## src/rtl/writeback_stage.sv

```systemverilog
// Final pipeline stage: merges ALU results and aligned/extended load data onto the register file write port.
// Latency: 1 cycle from ALU accept or from LD_DONE to rf_we; single outstanding load tracked.
// Backpressure: alu_ready drops in LD_DONE (load write wins); ld_issue_ready only in IDLE; clk_en=0 freezes everything.
module writeback_stage #(
  parameter int RV32E = 0
) (
  input  logic        clk,
  input  logic        rst,
  input  logic        clk_en,
  input  logic        alu_valid,
  output logic        alu_ready,
  input  logic [4:0]  alu_rd,
  input  logic [31:0] alu_data,
  input  logic        ld_issue_valid,
  output logic        ld_issue_ready,
  input  logic [4:0]  ld_rd,
  input  logic [2:0]  ld_funct3,
  input  logic [1:0]  ld_addr_lo,
  input  logic        mem_rvalid,
  input  logic [31:0] mem_rdata,
  input  logic [4:0]  dec_rs1_addr,
  input  logic [4:0]  dec_rs2_addr,
  output logic        load_hazard,
  output logic        rf_we,
  output logic [4:0]  rf_rd_addr,
  output logic [31:0] rf_data
);

  // RV32E has 16 registers, so only the low 4 address bits are meaningful.
  localparam int ADDRSIZE = (RV32E != 0) ? 4 : 5;

  typedef enum logic [1:0] {
    IDLE    = 2'd0,
    LD_WAIT = 2'd1,
    LD_DONE = 2'd2
  } state_t;

  state_t      state_q;
  state_t      state_d;
  logic [4:0]  ld_rd_q;
  logic [2:0]  ld_funct3_q;
  logic [1:0]  ld_addr_lo_q;
  logic [31:0] ld_buf;
  logic [31:0] ld_ext;
  logic        alu_fire;
  logic        ld_rd_nz;
  logic        alu_rd_nz;
  logic        rs1_hit;
  logic        rs2_hit;

  // Align the addressed byte/halfword to bit 0 and extend it per the load type.
  function automatic logic [31:0] load_extend(input logic [31:0] word,
                                              input logic [2:0]  funct3,
                                              input logic [1:0]  addr_lo);
    logic [31:0] byte_sh;
    logic [31:0] half_sh;
    byte_sh = word >> {addr_lo, 3'b000};
    half_sh = word >> {addr_lo[1], 4'b0000};
    case (funct3)
      3'b000:  return {{24{byte_sh[7]}}, byte_sh[7:0]};
      3'b001:  return {{16{half_sh[15]}}, half_sh[15:0]};
      3'b100:  return {24'h0, byte_sh[7:0]};
      3'b101:  return {16'h0, half_sh[15:0]};
      default: return word;
    endcase
  endfunction

  assign ld_ext    = load_extend(mem_rdata, ld_funct3_q, ld_addr_lo_q);
  assign ld_rd_nz  = |ld_rd_q[ADDRSIZE-1:0];
  assign alu_rd_nz = |alu_rd[ADDRSIZE-1:0];
  assign rs1_hit   = (dec_rs1_addr[ADDRSIZE-1:0] == ld_rd_q[ADDRSIZE-1:0]);
  assign rs2_hit   = (dec_rs2_addr[ADDRSIZE-1:0] == ld_rd_q[ADDRSIZE-1:0]);
  assign alu_fire  = alu_valid && alu_ready;

  // Load tracker next state plus handshake and hazard outputs.
  always_comb begin
    state_d        = state_q;
    ld_issue_ready = 1'b0;
    alu_ready      = 1'b1;
    load_hazard    = 1'b0;
    case (state_q)
      IDLE: begin
        ld_issue_ready = 1'b1;
        if (ld_issue_valid) state_d = LD_WAIT;
      end
      LD_WAIT: begin
        load_hazard = ld_rd_nz && (rs1_hit || rs2_hit);
        if (mem_rvalid) state_d = LD_DONE;
      end
      LD_DONE: begin
        alu_ready   = 1'b0;
        load_hazard = ld_rd_nz && (rs1_hit || rs2_hit);
        state_d     = IDLE;
      end
      default: state_d = IDLE;
    endcase
  end

  // State register and load context capture; reset abandons any outstanding load.
  always_ff @(posedge clk) begin
    if (rst) begin
      state_q      <= IDLE;
      ld_rd_q      <= 5'd0;
      ld_funct3_q  <= 3'd0;
      ld_addr_lo_q <= 2'd0;
      ld_buf       <= 32'd0;
    end else if (clk_en) begin
      state_q <= state_d;
      if (state_q == IDLE && ld_issue_valid) begin
        ld_rd_q      <= ld_rd;
        ld_funct3_q  <= ld_funct3;
        ld_addr_lo_q <= ld_addr_lo;
      end
      if (state_q == LD_WAIT && mem_rvalid) begin
        ld_buf <= ld_ext;
      end
    end
  end

  // Register file write port: load write has priority, x0 writes are consumed but suppressed.
  always_ff @(posedge clk) begin
    if (rst) begin
      rf_we      <= 1'b0;
      rf_rd_addr <= 5'd0;
      rf_data    <= 32'd0;
    end else if (clk_en) begin
      if (state_q == LD_DONE) begin
        rf_we <= ld_rd_nz;
        if (ld_rd_nz) begin
          rf_rd_addr <= ld_rd_q;
          rf_data    <= ld_buf;
        end
      end else if (alu_fire) begin
        rf_we <= alu_rd_nz;
        if (alu_rd_nz) begin
          rf_rd_addr <= alu_rd;
          rf_data    <= alu_data;
        end
      end else begin
        rf_we <= 1'b0;
      end
    end
  end

endmodule

```

## config.mk

```make
export PLATFORM = sky130hd
export DESIGN_NAME = writeback_stage
export DESIGN_NICKNAME = d
export VERILOG_FILES = /design/src/rtl/writeback_stage.sv
export SDC_FILE = /design/constraint.sdc
export NUM_CORES = 1
export LEC_CHECK = 0
export ABC_AREA = 1
export CAP_MARGIN = 30
export CORE_ASPECT_RATIO = 1.25
export CORE_MARGIN = 2
export CORE_UTILIZATION = 48
export DETAILED_ROUTE_END_ITERATION = 8
export PLACE_DENSITY = 0.83
export SETUP_SLACK_MARGIN = 0.3
export SYNTH_ARGS = -nofsm -noshare
export SYNTH_HDL_FRONTEND = slang
export SYNTH_SLANG_ARGS = --single-unit
export TNS_END_PERCENT = 10
```

## constraint.sdc

```tcl
create_clock -name clk -period 1.7 [get_ports clk]
set_input_delay 0.51 -clock clk [delete_from_list [all_inputs] [get_ports clk]]
set_output_delay 0.51 -clock clk [all_outputs]
set_load 0.02 [all_outputs]
```

==> impl_metrics.xml <==
<?xml version="1.0" encoding="UTF-8"?>
<metrics>
  <group name="timing">
    <metric name="worst-slew-pin-transition" unit="ns">0.360</metric>
    <metric name="hold_vio_cnt_final" unit="">0</metric>
    <metric name="max_freq" unit="MHz">503</metric>
    <metric name="grt_setup_unrepaired" unit="">yes</metric>
    <metric name="finalClockSkew" unit="ns">0.0105</metric>
    <metric name="min_period" unit="ns">1.99</metric>
    <metric name="hold-worst-slack" unit="ns">0.471</metric>
    <metric name="finalSetupViolations" unit="">32</metric>
    <metric name="finalCritPeriodShare" unit="%">117</metric>
    <metric name="maxSlewViolCount" unit="">0</metric>
    <metric name="final.setup.tns" unit="ns">-1.97</metric>
    <metric name="slew_headroom" unit="%">76.0</metric>
    <metric name="final_worst_slack" unit="ns">-0.287</metric>
  </group>
  <group name="status">
    <metric name="violations" unit="">setup timing</metric>
    <metric name="status" unit="">finished with violations</metric>
  </group>
  <group name="clock_tree">
    <metric name="clk_path_buf_depth" unit="">2</metric>
    <metric name="tritoncts" unit="">built</metric>
    <metric name="tritoncts_num_sinks" unit="">82</metric>
    <metric name="cts_root_buffer" unit="">sky130_fd_sc_hd__clkbuf_16</metric>
    <metric name="cts.clk_slew.worst_paths" unit="ns">0.06</metric>
    <metric name="cts_buffers" unit="">9</metric>
    <metric name="clkLatencyLatePin" unit="ns">0.34</metric>
    <metric name="cts.hold.buffers_added" unit="">0</metric>
    <metric name="level_count_of_the_clock_h_tree" unit="">3</metric>
  </group>
  <group name="yosys">
    <metric name="synthesis.yosys.warnings" unit="">0</metric>
    <metric name="yosys-mux-area-fraction" unit="%">8.12</metric>
    <metric name="synth-compound-area-share" unit="%">19.9</metric>
    <metric name="postSynthRegisterBits" unit="">82</metric>
    <metric name="synth_sequential_area_ratio" unit="%">36.0</metric>
    <metric name="postSynthNetCount" unit="">748</metric>
    <metric name="yosys.area_share.simple" unit="%">22.1</metric>
    <metric name="combinational_family_with_the_most_area_after_synthesis" unit="">simple AND/OR/NAND/NOR gates</metric>
    <metric name="number_of_unique_standard_cell_types_used_by_synthesis" unit="">29</metric>
    <metric name="yosysTopAreaCellShare" unit="%">36.0</metric>
    <metric name="postSynthAreaPerCell" unit="sq um">7.04</metric>
    <metric name="synth.area.top_cells" unit="">sky130_fd_sc_hd__dfxtp_1, sky130_fd_sc_hd__nand2_1, sky130_fd_sc_hd__a21oi_1, sky130_fd_sc_hd__mux2i_1, sky130_fd_sc_hd__o21ai_0</metric>
    <metric name="synth_xor_area_share" unit="%">1.73</metric>
    <metric name="yosys.area.top_type" unit="">sky130_fd_sc_hd__dfxtp_1</metric>
    <metric name="post_synth_fa_ha_maj_area_fraction" unit="%">1.37</metric>
    <metric name="mapped_cells" unit="">648</metric>
    <metric name="synth.cell_area" unit="sq mm">0.00456</metric>
  </group>
  <group name="floorplan">
    <metric name="coreArea" unit="sq mm">0.00917</metric>
    <metric name="dieArea" unit="sq mm">0.0103</metric>
    <metric name="boundaryPins" unit="">136</metric>
    <metric name="starting_density_of_the_core" unit="%">49.7</metric>
    <metric name="core.rowCount" unit="">39</metric>
    <metric name="floorplan.die.height" unit="microns">113</metric>
    <metric name="floorplan.die.width" unit="microns">91.2</metric>
  </group>
  <group name="placed_design">
    <metric name="postPlaceCellArea" unit="sq mm">0.00626</metric>
    <metric name="finalWeightedCongestion" unit="">0.922</metric>
    <metric name="io_buffers" unit="">135</metric>
    <metric name="dp.final_hpwl" unit="mm">9.87</metric>
  </group>
  <group name="route">
    <metric name="drt_iter0_drc" unit="">412</metric>
    <metric name="postRouteAntennaNets" unit="">0</metric>
    <metric name="total_number_of_vias" unit="">5055</metric>
    <metric name="wire_per_inst" unit="microns">16.5</metric>
    <metric name="vias_per_cell" unit="">5.44</metric>
    <metric name="drt_first_pass_iters" unit="">7</metric>
    <metric name="remaining_drc_errors" unit="">0</metric>
    <metric name="drt-total-wl" unit="mm">15.3</metric>
  </group>
  <group name="min_path">
    <metric name="min_delay_worst_endpoint" unit="">rf_we$_SDFFE_PP0P_</metric>
    <metric name="timing.hold.worst_path_depth" unit="">2</metric>
    <metric name="worst_hold_startpoint" unit="">rf_we$_SDFFE_PP0P_</metric>
    <metric name="worst_hold_path_type" unit="">reg -&gt; reg</metric>
  </group>
  <group name="critical_path">
    <metric name="crit_fanout" unit="">4</metric>
    <metric name="worst-setup-path-type" unit="">reg -&gt; out</metric>
    <metric name="rr_startpoint" unit="">state_q[0]$_SDFFE_PP0P_</metric>
    <metric name="arrival" unit="ns">1.48</metric>
    <metric name="cp_data_required_time" unit="ns">1.19</metric>
    <metric name="crit_path_end_kind" unit="">primary output</metric>
    <metric name="reg2regPathDepth" unit="">13</metric>
    <metric name="worst_r2r_endpoint" unit="">rf_data[11]$_SDFFE_PP0P_</metric>
    <metric name="crit_path_start_kind" unit="">flip-flop</metric>
    <metric name="r2r_slack" unit="ns">-0.12</metric>
  </group>
  <group name="global_routing">
    <metric name="initial_antenna_violation_count" unit="">0</metric>
    <metric name="grt_pass1_vias" unit="">4590</metric>
    <metric name="grt_util_all_layers" unit="%">26.5</metric>
    <metric name="grt_max_degree" unit="">76</metric>
    <metric name="grt_pass1_wl" unit="mm">21.9</metric>
    <metric name="globalRouteOverflowTotal" unit="">0</metric>
  </group>
  <group name="power">
    <metric name="p_switching" unit="mW">1.86</metric>
    <metric name="post_route_total_power" unit="mW">5.99</metric>
    <metric name="internal-power" unit="mW">4.14</metric>
    <metric name="seq_power_share" unit="%">36.3</metric>
    <metric name="share_clk_of_total_power" unit="%">33.0</metric>
    <metric name="cellPowerDensity" unit="mW/mm^2">885</metric>
    <metric name="ir_drop" unit="mV">0.513</metric>
    <metric name="p_leak" unit="nW">3.05</metric>
    <metric name="pwr-share-comb" unit="%">30.7</metric>
    <metric name="switching_share" unit="%">31.0</metric>
  </group>
  <group name="final_layout">
    <metric name="fill_cells" unit="">652</metric>
    <metric name="design_area" unit="sq mm">0.00677</metric>
    <metric name="layout-drive-gt1-share" unit="%">22.5</metric>
    <metric name="finish.utilization" unit="%">73.8</metric>
    <metric name="finalNetCount" unit="">901</metric>
    <metric name="area_delta_synth_final" unit="%">48.5</metric>
    <metric name="num_antenna_cells" unit="">0</metric>
  </group>
  <group name="flow_run">
    <metric name="drv.max_cap_violation_count" unit="">0</metric>
  </group>
</metrics>
cell type report:
class	instances	area (sq um)	share of cell area [%]
tap	123	154	2.27
clock inverter	2	35.0	0.517
multi-input combinational	459	2650	39.1
clock buffer	14	264	3.90
inverter	59	231	3.42
sequential	82	1660	24.4
timing repair buffer	190	1780	26.3
power groups by stage:
| stage | combinational, mW | sequential, mW | clock (mW) |
|---|---|---|---|
| after CTS | 1.63 | 2.16 | 1.96 |
| final | 1.84 | 2.17 | 1.98 |
| after detailed placement | 1.63 | 2.20 | 0 |
| after floorplan | 0.865 | 2.28 | 0 |
| after global placement | 1.59 | 2.20 | 0 |
| after global routing | 1.98 | 2.19 | 2.05 |
how the worst max path moves through the flow:
stage	slack, ns	to	cells after the start	startpoint
final	-0.29	load_hazard	5	ld_rd_q[1]$_SDFFE_PP0P_
after global routing	-0.32	load_hazard	5	ld_rd_q[1]$_SDFFE_PP0P_
after CTS	-0.35	load_hazard	5	ld_rd_q[0]$_SDFFE_PP0P_
after detailed placement	-0.94	load_hazard	6	dec_rs2_addr[1]
after global placement	-0.91	load_hazard	6	dec_rs2_addr[1]
after floorplan	0.1	load_hazard	4	dec_rs1_addr[1]
state kept, by name, indices dropped and copies added (netlist names):
register	cells
state_q	2
rf_data	32
ld_rd_q	5
ld_buf	32
ld_funct3_q	3
ld_addr_lo_q	2
rf_we	1
rf_rd_addr	5
Yosys cell counts, drive strengths merged:
library cell    n
nand2         136
dfxtp          82
a21oi          78
o21ai          78
inv            58
nor2           54
nand3          41
mux2i          37
buf            31
clkbuf         17
o21bai         17
ha              5
xor2            5
xnor2           4
nand4           3
clkinv          1
nor3            1
worst max-delay path, cell delays in order (launching register included):
cell and delay [ns]:
sky130_fd_sc_hd__dfxtp_4 0.36, sky130_fd_sc_hd__xor2_1 0.14, sky130_fd_sc_hd__nor2_1 0.12, sky130_fd_sc_hd__nand4_1 0.17, sky130_fd_sc_hd__a21oi_4 0.20, sky130_fd_sc_hd__buf_6 0.13
layer usage:
| metal | routed length [microns] | vias to the layer above | track usage (%) |
|---|---|---|---|
| met5 | 0 | - | 0 |
| met4 | 750 | 0 | 14.9 |
| met3 | 1090 | 64 | 3.66 |
| met2 | 7630 | 282 | 45.0 |
| met1 | 5870 | 2278 | 32.2 |
| li1 | - | 2431 | - |
placed cells by master (no fill, tap or decap), drive strengths merged:
cell type,n
a21oi,78
buf,93
bufinv,1
clkbuf,20
clkdlybuf4s15,1
clkdlybuf4s50,77
clkinv,1
dfxtp,82
dlygate4sd2,12
dlymetal6s2s,1
ha,5
inv,59
mux2i,37
nand2,136
nand3,41
nand4,3
nor2,54
nor3,1
o21ai,78
o21bai,17
xnor2,4
xor2,5
repair_timing:
action | in CTS | in global routing
cloned | 0 | 6
endpoints found under the setup margin | 113 | 78
gates resized for setup | 235 | 42
setup buffers | 1 | 2
pin swaps | 22 | 24
per-stage QoR:
step	setup WS [ns]	std cells
2_1_floorplan	0.0997	648
3_3_place_gp	-0.906	904
3_5_place_dp	-0.937	904
4_1_cts	-0.348	921
5_1_grt	-0.323	929
6_report	-0.287	929
kinds of logic after synthesis:
| logic type | Yosys count |
|---|---|
| xor gates and xnor gates | 9 |
| muxes | 37 |
| buffers and inverters | 107 |
| AOI/OAI and AO/OA | 173 |
| adders and majority gates | 5 |
| and+or+nand+nor | 235 |
| DFF | 82 |
Power figures use the tool's default switching activity.
